File: config.mk
export PLATFORM = sky130hd
export DESIGN_NAME = bcd_time_counter
export DESIGN_NICKNAME = d
export VERILOG_FILES = /design/src/rtl/bcd_time_counter_pkg.sv /design/src/rtl/bcd_time_counter_digits.sv /design/src/rtl/bcd_time_counter.sv
export SDC_FILE = /design/constraint.sdc
export NUM_CORES = 1
export LEC_CHECK = 0
export ABC_AREA = 1
export CAP_MARGIN = 25
export CORE_ASPECT_RATIO = 1.4
export CORE_MARGIN = 2
export CORE_UTILIZATION = 50
export CTS_CLUSTER_SIZE = 10
export DETAILED_ROUTE_END_ITERATION = 7
export GPL_ROUTABILITY_DRIVEN = 0
export PLACE_DENSITY = 0.86
export SLEW_MARGIN = 10
export SYNTH_ARGS = -nofsm -noshare
export SYNTH_HDL_FRONTEND = slang
export SYNTH_SLANG_ARGS = --single-unit
File: constraint.sdc
create_clock -name clk_50m -period 2.05 [get_ports clk_50m]
set_clock_uncertainty 0.1 [all_clocks]
set_input_delay 0.3075 -clock clk_50m [delete_from_list [all_inputs] [get_ports clk_50m]]
set_output_delay 0.3075 -clock clk_50m [all_outputs]
set_load 0.03 [all_outputs]
File: src/rtl/bcd_time_counter_pkg.sv
// Shared mode encodings, BCD limit constants and the per-digit BCD increment
// used by the timekeeping core.
package bcd_time_counter_pkg;

  typedef enum logic [1:0] {
    MODE_RUN      = 2'd0,
    MODE_SET_HOUR = 2'd1,
    MODE_SET_MIN  = 2'd2,
    MODE_BAD      = 2'd3
  } mode_e;

  localparam logic [7:0] BCD_59 = 8'h59;
  localparam logic [7:0] BCD_23 = 8'h23;
  localparam logic [7:0] BCD_12 = 8'h12;
  localparam logic [7:0] BCD_01 = 8'h01;
  localparam logic [7:0] BCD_00 = 8'h00;

  // Units 9 -> 0 carries into tens; callers never increment past their limit,
  // so the tens digit stays within 0..5.
  function automatic logic [7:0] bcd_inc(input logic [7:0] v);
    logic [7:0] r;
    if (v[3:0] >= 4'd9) r = {v[7:4] + 4'd1, 4'd0};
    else                r = {v[7:4], v[3:0] + 4'd1};
    return r;
  endfunction

endpackage

File: src/rtl/bcd_time_counter_digits.sv
// Two-digit BCD modulo counter: counts MIN_VAL..MAX_VAL, clr loads MIN_VAL,
// reset loads RST_VAL (12 h hours reset to 12 rather than their minimum 01).
module bcd_mod_counter
  import bcd_time_counter_pkg::*;
#(
  parameter logic [7:0] MIN_VAL = BCD_00,
  parameter logic [7:0] MAX_VAL = BCD_59,
  parameter logic [7:0] RST_VAL = MIN_VAL
) (
  input  logic       clk,
  input  logic       rst,
  input  logic       inc,
  input  logic       clr,
  output logic [7:0] value,
  output logic       wrap
);

  logic [7:0] value_q;
  logic [7:0] value_d;

  always_comb begin
    value_d = value_q;
    if (clr) begin
      value_d = MIN_VAL;
    end else if (inc) begin
      value_d = (value_q == MAX_VAL) ? MIN_VAL : bcd_inc(value_q);
    end
  end

  always_ff @(posedge clk) begin
    if (rst) value_q <= RST_VAL;
    else     value_q <= value_d;
  end

  assign value = value_q;
  assign wrap  = inc & (value_q == MAX_VAL);

endmodule

File: src/rtl/bcd_time_counter.sv
// Digital clock timekeeping core: 1 Hz edge detect, sec/min/hour BCD chain,
// and a mode FSM for setting hours and minutes with blinking field blanking.
//
// state          | meaning
// MODE_RUN       | time advances on each 1 Hz rising edge, keys ignored except mode
// MODE_SET_HOUR  | inc_pulse steps hours with format wrap, ticks ignored
// MODE_SET_MIN   | inc_pulse steps minutes 59 -> 00 without carry, ticks ignored
// MODE_BAD       | unreachable encoding, recovers to MODE_RUN
module bcd_time_counter
  import bcd_time_counter_pkg::*;
#(
  parameter bit H24 = 1'b1
) (
  input  logic       clk_50m,
  input  logic       cr,
  input  logic       tick_1hz_in,
  input  logic       blink_2hz_in,
  input  logic       mode_pulse,
  input  logic       inc_pulse,
  output logic [7:0] hour_bcd,
  output logic [7:0] min_bcd,
  output logic [7:0] sec_bcd,
  output logic [1:0] mode,
  output logic       blank_hour,
  output logic       blank_min,
  output logic       hour_strobe
);

  localparam logic [7:0] HOUR_MIN = H24 ? BCD_00 : BCD_01;
  localparam logic [7:0] HOUR_MAX = H24 ? BCD_23 : BCD_12;
  localparam logic [7:0] HOUR_RST = H24 ? BCD_00 : BCD_12;

  mode_e mode_q, mode_d;
  logic  tick_prev_q, tick_prev_d;
  logic  blank_hour_q, blank_hour_d;
  logic  blank_min_q, blank_min_d;
  logic  hour_strobe_q, hour_strobe_d;

  logic tick;
  logic in_run, in_set_hour, in_set_min;
  logic set_inc;
  logic sec_inc, sec_clr, sec_wrap;
  logic min_inc, min_wrap;
  logic hour_inc, hour_wrap_unused;

  // Increment sources kept as plain assigns so the same-cycle carry chain
  // (sec wrap -> min inc -> min wrap -> hour inc) stays a simple forward path.
  assign tick        = tick_1hz_in & ~tick_prev_q;
  assign in_run      = (mode_q == MODE_RUN);
  assign in_set_hour = (mode_q == MODE_SET_HOUR);
  assign in_set_min  = (mode_q == MODE_SET_MIN);
  assign set_inc     = inc_pulse & ~mode_pulse;
  assign sec_inc     = in_run & tick;
  assign sec_clr     = in_set_min & mode_pulse;
  assign min_inc     = (in_run & sec_wrap) | (in_set_min & set_inc);
  assign hour_inc    = (in_run & min_wrap) | (in_set_hour & set_inc);

  bcd_mod_counter #(.MIN_VAL(BCD_00), .MAX_VAL(BCD_59), .RST_VAL(BCD_00)) u_sec (
    .clk   (clk_50m),
    .rst   (cr),
    .inc   (sec_inc),
    .clr   (sec_clr),
    .value (sec_bcd),
    .wrap  (sec_wrap)
  );

  bcd_mod_counter #(.MIN_VAL(BCD_00), .MAX_VAL(BCD_59), .RST_VAL(BCD_00)) u_min (
    .clk   (clk_50m),
    .rst   (cr),
    .inc   (min_inc),
    .clr   (1'b0),
    .value (min_bcd),
    .wrap  (min_wrap)
  );

  bcd_mod_counter #(.MIN_VAL(HOUR_MIN), .MAX_VAL(HOUR_MAX), .RST_VAL(HOUR_RST)) u_hour (
    .clk   (clk_50m),
    .rst   (cr),
    .inc   (hour_inc),
    .clr   (1'b0),
    .value (hour_bcd),
    .wrap  (hour_wrap_unused)
  );

  always_comb begin
    mode_d        = mode_q;
    tick_prev_d   = tick_1hz_in;
    blank_hour_d  = in_set_hour & blink_2hz_in;
    blank_min_d   = in_set_min & blink_2hz_in;
    hour_strobe_d = in_run & min_wrap;
    case (mode_q)
      MODE_RUN:      if (mode_pulse) mode_d = MODE_SET_HOUR;
      MODE_SET_HOUR: if (mode_pulse) mode_d = MODE_SET_MIN;
      MODE_SET_MIN:  if (mode_pulse) mode_d = MODE_RUN;
      default:       mode_d = MODE_RUN;
    endcase
  end

  always_ff @(posedge clk_50m) begin
    if (cr) begin
      mode_q        <= MODE_RUN;
      tick_prev_q   <= 1'b0;
      blank_hour_q  <= 1'b0;
      blank_min_q   <= 1'b0;
      hour_strobe_q <= 1'b0;
    end else begin
      mode_q        <= mode_d;
      tick_prev_q   <= tick_prev_d;
      blank_hour_q  <= blank_hour_d;
      blank_min_q   <= blank_min_d;
      hour_strobe_q <= hour_strobe_d;
    end
  end

  assign mode        = mode_q;
  assign blank_hour  = blank_hour_q;
  assign blank_min   = blank_min_q;
  assign hour_strobe = hour_strobe_q;

endmodule

* Yosys cells after proc, flatten, opt, wreduce, memory -nomap -nowiden
Cells that the tools add are included.
** Operators by class
- $add $sub $neg :: 6
- Multipliers :: 0
- Divide/modulo/power cells :: 0
- Order comparisons :: 3
- Equal/unequal tests :: 8
- Shift-type cells :: 0
- Muxes and demuxes :: 10
- Bitwise gates (word level) :: 16
- Reductions and logical operators :: 9
** Operator list (count)
- $mux 8 :: 6
- $add 4x1->4 const B :: 6
- $eq 8x7->1 const B :: 2
- $and 1x1->1 :: 12
- $ge 4x4->1 const B :: 3
- $eq 8x6->1 const B :: 1
- $mux 2 :: 3
- $ne 2x2->1 const B :: 3
- $pmux 2 s3 :: 1
- $reduce_and 2->1 :: 3
- $reduce_bool 2->1 :: 3
- $reduce_and 3->1 :: 1
- $eq 2x1->1 const B :: 1
- $eq 2x2->1 const B :: 1
- $logic_not 2->1 :: 1
- $not 1->1 :: 2
- $or 1x1->1 :: 2
- $reduce_or 2->1 :: 1
** Word-level totals
- Bits in registers :: 30
- Bits in latches :: 0
- RAM bits :: 0
- Bits in read-only memories :: 0
- Input bits :: 6
- Word-level logic and storage cells :: 63
- Memories :: 0

* Longest topological paths before layout
Gate-level depths: netlist (run 1).
- Depth after elaboration :: 10
- Gate-level depth with buffers :: 12
- Mapped depth without buffers :: 12

* Hierarchy
A second synthesis (run 1) with hierarchy kept.
** Second synthesis, totals
- Cell total of the unflattened synthesis :: 239
- Area, all modules :: 1722.9 um^2
** Modules (own cells, without submodules)
- bcd_mod_counter at u_min ... :: times used 2, cells each 70, area an instance 500.5 um^2, seq. area each 160.2 um^2
- bcd_mod_counter at u_hour :: times used 1, cells each 63, area an instance 475.5 um^2, seq. area each 160.2 um^2
- bcd_time_counter :: times used 1, cells each 36, area an instance 246.5 um^2, seq. area each 120.1 um^2

* Least setup slack after synthesis (run 1)
Ideal clock, no wire load.
- Path type :: reg2reg
- From :: register u_sec.value_q[0], in the netlist u_sec.value[0]
- To :: register u_hour.value_q[4], in the netlist u_hour.value[4]
- Library setup time :: 113 ps
- Data arrival time :: 1588 ps
- Slack :: 249 ps
- Stages on the path, launching flop included :: 11
- Period minus slack after synthesis :: 1801 ps
- Cell sequence :: dfxtp_1 -> ha_1 -> nand3_1 -> nor2_2 -> nand2_4 -> nand2_8 -> nand2_4 -> nand2_8 -> nand2_2 -> nor2_1 -> nor2_1
** Between the ends
- Word-level cells in the longest chain between the ends :: 8
** Ends and longest elaborated chain
- from (decl) :: RTL line bcd_time_counter_digits.sv:18 : logic [7:0] value_q;
- from (signal assigned) :: RTL line bcd_time_counter_digits.sv:32 : else value_q <= value_d;
- $eq 8x7->1 :: RTL line bcd_time_counter_digits.sv:36 : assign wrap = inc & (value_q == MAX_VAL);
- $and 1x1->1 :: RTL line bcd_time_counter_digits.sv:36
- $and 1x1->1 :: RTL line bcd_time_counter.sv:55 : assign min_inc = (in_run & sec_wrap) | (in_set_min & set_inc);
- $or 1x1->1 :: RTL line bcd_time_counter.sv:55
- $and 1x1->1 :: RTL line bcd_time_counter_digits.sv:36
- $and 1x1->1 :: RTL line bcd_time_counter.sv:56 : assign hour_inc = (in_run & min_wrap) | (in_set_hour & set_inc);
- $or 1x1->1 :: RTL line bcd_time_counter.sv:56
- $reduce_and 2->1 (no line)
- to (signal assigned) :: RTL line bcd_time_counter_digits.sv:32
- to (decl) :: RTL line bcd_time_counter_digits.sv:18
No other way between the ends.
A chain may end at the register's enable or synchronous reset.

* Worst setup path in the final report (run 1)
- From :: register u_min.value_q[4], in the netlist u_min.value[4]
- To :: output min_bcd[4]
** RTL lines
- from (decl) :: RTL line bcd_time_counter_digits.sv:18
- from (signal assigned) :: RTL line bcd_time_counter_digits.sv:32
- to (decl) :: RTL line bcd_time_counter.sv:21 : output logic [7:0] min_bcd,
No word-level cell between the ends.

==> results.sh, run 1 <==
export IMPL_layout_drive_gt1_share=0.09690
export IMPL_synth_top_area_cell="dfxtp_1"
export IMPL_min_path_cells=2
export IMPL_nets=278
export IMPL_numCtsBuffers=5
export IMPL_synth_yosys_seq_area_share=0.3689
export IMPL_power_density_nw_per_um2=582.2
export IMPL_hp_class="flip-flop to flip-flop"
export IMPL_vias=1464
export IMPL_path_buf_inv=1
export IMPL_power_mw=1.240
export IMPL_rows=24
export IMPL_wirelength_mm=3.307
export IMPL_dieArea_um2=3734
export IMPL_fin_ws_ns=0.2109
export IMPL_post_synth_top_count_cell="nand2_1"
export IMPL_pwr_share_comb=0.101
export IMPL_rsz0062_at_grt="false"
export IMPL_cts_tree="built"
export IMPL_cts_buffer_depth=2
export IMPL_finalSetupTns_ns=0
export IMPL_final_cell_count_no_fill=297
export IMPL_synthFlopType="dfxtp_1"
export IMPL_grt_max_degree=11
export IMPL_worst_path_stages=1
export IMPL_power_frac_clock=0.412
export IMPL_p_leak_nw=0.8843
export IMPL_tightest_slew_ns=0.3684
export IMPL_hold_buffers=0
export IMPL_synth_edf_count=0
export IMPL_area_delta_synth_final_pct=30.82
export IMPL_fmax_mhz=543.7
export IMPL_antenna_cells=0
export IMPL_async_reset_ff_frac=0
export IMPL_start_util=0.5212
export IMPL_die_height_um=71.51
export IMPL_antenna_found_initial=0
export IMPL_critPathMaxFanout=6
export IMPL_clk_latency_ns=0.29
export IMPL_portBuffers=34
export IMPL_synth_warnings=0
export IMPL_drtIter0Drc=26
export IMPL_critPathSlowestCell="clkdlybuf4s50_1"
export IMPL_syn_area_um2=1628
export IMPL_cts_repair_resize_count=0
export IMPL_regArea_um2=600.6
export IMPL_pre_cts_ws_ns=0.1039
export IMPL_dr_pass1_iters=6
export IMPL_peakVddDrop_uv=498.7
export IMPL_syn_nets=235
export IMPL_fillers=277
export IMPL_critPathTopFamily="buffers and inverters"
export IMPL_placed_cells_incl_taps=289
export IMPL_dpl_hpwl_mm=2.502
export IMPL_switching_share=0.2644
export IMPL_wire_per_inst_um=11.13
export IMPL_synthCells=214
export IMPL_cap_violations=0
export IMPL_multiInputGateArea_um2=898.4
export IMPL_ys_ff_latch=30
export IMPL_drc=0
export IMPL_grt_pass1_wl_mm=5.513
export IMPL_p_int_mw=0.9120
export IMPL_worstPathArrival_ns=1.43
export IMPL_die_width_um=52.22
export IMPL_timing_final_crit_share=0.8971
export IMPL_syn_area_per_cell_um2=7.607
export IMPL_cp_end_kind="output port"
export IMPL_overflow=0
export IMPL_grt_pass1_vias=1306
export IMPL_reg2regPathDepth=9
export IMPL_clk_pin_slew_ns=0.07
export IMPL_root_buffer="clkbuf_8"
export IMPL_core_um2=3123
export IMPL_grt_usage=0.2003
export IMPL_relSlewSlack=0.7532
export IMPL_final_max_slew_violation_count=0
export IMPL_cts_htree_levels=2
export IMPL_critPathMaxStageDelay_ns=0.71
export IMPL_clock_sinks=30
export IMPL_synth_top_cell_area_share=0.3689
export IMPL_ys_top_cells_by_count="nand2_1 (34), dfxtp_1 (30), inv_1 (30)"
export IMPL_vias_per_cell=4.929
export IMPL_hold_viol_final=0
export IMPL_postRouteAntennaNets=0
export IMPL_post_cts_setup_buffers=0
export IMPL_finalSetupViolCount=0
export IMPL_switchingPower_mw=0.3278
export IMPL_finalWorstPathRequiredPeriod_ns=1.839
export IMPL_critical_path_class="flip-flop to output port"
export IMPL_seq_power_share=0.487
export IMPL_status="finished clean"
export IMPL_crit_required_ns=1.64
export IMPL_io_pin_count=35
export IMPL_synth_area_leaders="dfxtp_1 (37%), ha_1 (12%), nand2_1 (7.8%), inv_1 (6.9%), nand3_1 (6.1%)"
export IMPL_crit_chain="clkdlybuf4s50_1"
export IMPL_synth_cell_types=26
export IMPL_worstSetupStartpointType="flip-flop"
[sequential cells by signal, summed over array words and instances (netlist names)]
signal	count
u_sec.value	8
u_hour.value	8
mode	2
blank_min	1
blank_hour	1
u_min.value	8
hour_strobe	1
tick_prev_q	1
[routing by layer]
| metal | wire, um | up-vias | global-route usage |
|---|---|---|---|
| li1 | - | 772 | - |
| met4 | 91 | 0 | 0.1254 |
| met2 | 1597 | 31 | 0.3150 |
| met3 | 148 | 8 | 0.06042 |
| met1 | 1469 | 653 | 0.2334 |
| met5 | 0 | - | 0 |
[cells in the final DEF (no fill, tap or decap)]
cell / n
o21bai_1: 1
clkinvlp_4: 1
clkbuf_8: 6
o21ai_0: 5
nor2_4: 2
nand2_8: 2
o21ai_1: 2
nand2_2: 2
nor2_1: 26
a21oi_1: 14
nand3_1: 20
a221oi_1: 1
nand4_1: 3
buf_4: 3
nand2_4: 3
clkinv_2: 1
nor3_1: 7
nand2_1: 34
a211oi_1: 1
ha_1: 15
a31oi_1: 1
nor4_1: 1
dfxtp_1: 30
xnor2_1: 1
inv_1: 30
nand3b_1: 1
xor2_1: 6
inv_2: 3
nor2_2: 2
clkdlybuf4s50_1: 34
[through the flow]
stage               hold WS (ns)  area, um^2    util
floorplan                 0.3145        1628       -
global placement          0.3981        2034  0.6514
global route              0.4425        2130  0.6819
CTS                       0.4271        2130  0.6819
detailed placement        0.4052        2034  0.6514
finish                    0.4219        2130  0.6819
[final cells by class]
type                    count  share of cell area
multi-input cells         150              0.4219
flip-flops and latches     30              0.2820
repair buffers             37              0.1704
inverters                  33             0.05817
clock buffers               6             0.03878
well taps                  39             0.02291
clock inverters             2            0.005875
[path summary, 6_finish.rpt]
path / start / to / slack (ns)
min reg2reg: u_sec.value[3]$_SDFFE_PP0P_ / u_sec.value[3]$_SDFFE_PP0P_ / 0.42
max reg2reg: u_min.value[4]$_SDFFE_PP0P_ / u_hour.value[4]$_SDFFE_PP0P_ / 0.33
min: u_sec.value[3]$_SDFFE_PP0P_ / u_sec.value[3]$_SDFFE_PP0P_ / 0.42
max: u_min.value[4]$_SDFFE_PP0P_ / min_bcd[4] / 0.21
[worst min-delay path, stage by stage (launching register included)]
cell and delay [ns]:
dfxtp_1 0.34, inv_1 0.07, a221oi_1 0.07
[power groups by stage]
| stage | combinational [mW] | sequential [mW] | clock, mW |
|---|---|---|---|
| floorplan | 0.0602 | 0.633 | 0 |
| global placement | 0.123 | 0.616 | 0 |
| detailed placement | 0.125 | 0.617 | 0 |
| CTS | 0.126 | 0.604 | 0.530 |
| global route | 0.137 | 0.605 | 0.546 |
| finish | 0.125 | 0.604 | 0.511 |
[cell families (layout without fill, tap and decap cells)]
| family | after synthesis | in the layout | synth area share |
|---|---|---|---|
| and+or+nand+nor | 103 | 103 | 0.3159 |
| buffers and inverters | 34 | 78 | 0.07917 |
| DFF | 30 | 30 | 0.3689 |
| AOI/OAI and AO/OA | 25 | 25 | 0.08302 |
| adders and majority gates | 15 | 15 | 0.1153 |
| xor gates and xnor gates | 7 | 7 | 0.03766 |
Note: power is estimated with default switching activity, not from simulation.
==> run 2, diff against run 1 <==
CAP_MARGIN = unset   (was 25)
==> results of run 2 <==
Same layout as run 1: the final DEF is identical, and so are final timing and power.
==> run 3, diff against run 2 <==
CORE_UTILIZATION = 35   (was 50)
PLACE_DENSITY = 0.66   (was 0.86)
==> run 3 against run 2 <==
  * Worst setup slack gained 0.0079 ns
  * Sequential cell count did not move
  * Critical path depth stayed put
  * Combinational power hardly changed
  * Largest cell class unchanged
  * Sequential power is essentially flat
  * Critical path type unchanged
  * Count of clock-buffer cells in the layout rose by 2
  * Power increased by 2.7%
==> results.sh, run 3 (synthesis results as in run 1) <==
export IMPL_status="finished clean"
export IMPL_worstPathArrival_ns=1.42
export IMPL_clock_sinks=30
export IMPL_post_cts_setup_buffers=0
export IMPL_post_dp_cell_area_um2=2071
export IMPL_drc=0
export IMPL_wirelength_mm=3.311
export IMPL_finalSetupTns_ns=0
export IMPL_vias_per_cell=4.539
export IMPL_critPathSlowestCell="clkdlybuf4s50_1"
export IMPL_final_area_um2=2181
export IMPL_start_util=0.3618
export IMPL_die_height_um=84.69
export IMPL_antenna_found_initial=0
export IMPL_cp_end_kind="output port"
export IMPL_overflow=0
export IMPL_post_route_util=0.4847
export IMPL_nets=279
export IMPL_clk_pin_slew_ns=0.06
export IMPL_critPathTopFamily="buffers and inverters"
export IMPL_timing_final_crit_share=0.8933
export IMPL_critPathCapture="hour_bcd[2]"
export IMPL_grt_usage=0.1375
export IMPL_crit_required_ns=1.64
export IMPL_dr_pass1_iters=6
export IMPL_dieArea_um2=5220
export IMPL_core_um2=4499
export IMPL_power_density_nw_per_um2=584.0
export IMPL_fillers=471
export IMPL_rows=29
export IMPL_peakVddDrop_uv=355.8
export IMPL_critPathMaxFanout=6
export IMPL_hp_class="flip-flop to flip-flop"
export IMPL_fmax_mhz=546.1
export IMPL_grt_pass1_vias=1310
export IMPL_cap_violations=0
export IMPL_wire_per_inst_um=10.31
export IMPL_postRouteAntennaNets=0
export IMPL_vias=1457
export IMPL_cts_tree="built"
export IMPL_grt_max_degree=11
export IMPL_cts_buffer_depth=2
export IMPL_crit_start="u_hour.value[2]$_SDFFE_PP0P_"
export IMPL_worst_path_stages=1
export IMPL_critical_path_class="flip-flop to output port"
export IMPL_hold_viol_final=0
export IMPL_clk_latency_ns=0.28
export IMPL_numCtsBuffers=5
export IMPL_hold_buffers=0
export IMPL_root_buffer="clkbuf_8"
export IMPL_area_delta_synth_final_pct=33.97
export IMPL_dpl_hpwl_mm=2.691
export IMPL_path_buf_inv=1
export IMPL_critPathMaxStageDelay_ns=0.71
export IMPL_r2r_end="u_hour.value[4]$_SDFFE_PP0P_"
export IMPL_p_leak_nw=0.9001
export IMPL_tightest_slew_ns=0.3790
export IMPL_final_max_slew_violation_count=0
export IMPL_hold_slack_ns=0.4122
export IMPL_grt_pass1_wl_mm=5.499
export IMPL_io_pin_count=35
export IMPL_rsz0062_at_grt="false"
export IMPL_cts_htree_levels=2
export IMPL_power_mw=1.274
export IMPL_drtIter0Drc=38
export IMPL_portBuffers=34
export IMPL_reg2regPathDepth=9
export IMPL_finalSetupViolCount=0
export IMPL_finalWorstPathRequiredPeriod_ns=1.831
export IMPL_die_width_um=61.64
export IMPL_crit_chain="clkdlybuf4s50_1"
export IMPL_r2r_slack_ns=0.32
export IMPL_relSlewSlack=0.7462
export IMPL_antenna_cells=0
export IMPL_worstSetupStartpointType="flip-flop"
export IMPL_cts_repair_resize_count=0
export IMPL_regToRegStartpoint="u_min.value[0]$_SDFFE_PP0P_"
export IMPL_layout_drive_gt1_share=0.1004
export IMPL_final_cell_mix="nand2_1 (34), clkdlybuf4s50_1 (34), inv_1 (30), dfxtp_1 (30), nor2_1 (26)"
==> run 3: cell count changes in the layout (fill, tap and decap cells not counted), sizes merged <==
cell	before	now
buf	3	4
clkinvlp	1	0
clkinv	1	0
clkbuf	6	8
==> run 3: metrics by stage <==
step / instances / setup WS [ns]
2_1_floorplan: 214 / 0.2492
3_3_place_gp: 313 / 0.1156
3_5_place_dp: 313 / 0.1040
4_1_cts: 321 / 0.2029
5_1_grt: 321 / 0.1323
6_report: 321 / 0.2188
==> run 3: worst min path at each step <==
stage | slack [ns] | startpoint | cells past startpoint | endpoint
after floorplan | 0.31 | tick_1hz_in | 2 | tick_prev_q$_SDFF_PP0_
after global placement | 0.40 | u_hour.value[7]$_SDFFE_PP0P_ | 2 | u_hour.value[7]$_SDFFE_PP0P_
after detailed placement | 0.41 | u_sec.value[3]$_SDFFE_PP0P_ | 2 | u_sec.value[3]$_SDFFE_PP0P_
after CTS | 0.42 | u_sec.value[3]$_SDFFE_PP0P_ | 2 | u_sec.value[3]$_SDFFE_PP0P_
after global routing | 0.45 | u_sec.value[1]$_SDFFE_PP0P_ | 2 | u_sec.value[1]$_SDFFE_PP0P_
final | 0.41 | u_sec.value[3]$_SDFFE_PP0P_ | 2 | u_sec.value[3]$_SDFFE_PP0P_
==> run 3: cell type report <==
type | instances | area [um^2] | area share
inverters | 33 | 123.9 | 0.05680
flip-flops and latches | 30 | 600.6 | 0.2754
well taps | 62 | 77.57 | 0.03557
clock buffers | 8 | 110.1 | 0.05049
repair buffers | 38 | 370.4 | 0.1698
multi-input cells | 150 | 898.4 | 0.4119
==> run 3: power by group <==
| group | leakage [nW] | internal, mW | switching, mW | total [mW] |
|---|---|---|---|---|
| sequential | 0.243 | 0.594 | 0.0107 | 0.604 |
| clock | 0.0575 | 0.338 | 0.207 | 0.545 |
| combinational | 0.600 | 0.0493 | 0.0751 | 0.124 |
| total | 0.900 | 0.981 | 0.292 | 1.27 |
==> run 3: per-layer routing <==
metal | share of wire | vias to the layer above | GRT usage
li1 | - | 776 | -
met1 | 0.44 | 645 | 0.1608
met2 | 0.49 | 31 | 0.2239
met3 | 0.043 | 5 | 0.04006
met4 | 0.018 | 0 | 0.06190
met5 | 0 | - | 0
==> run 3: worst register-to-register path: stages, from the launching register on <==
cell	delay [ns]
dfxtp_1	0.42
ha_1	0.20
nand2_1	0.06
nand3b_1	0.21
nor2_1	0.20
nand2_4	0.11
nand2_8	0.10
nand2_2	0.09
nor2_1	0.09
nor2_1	0.05
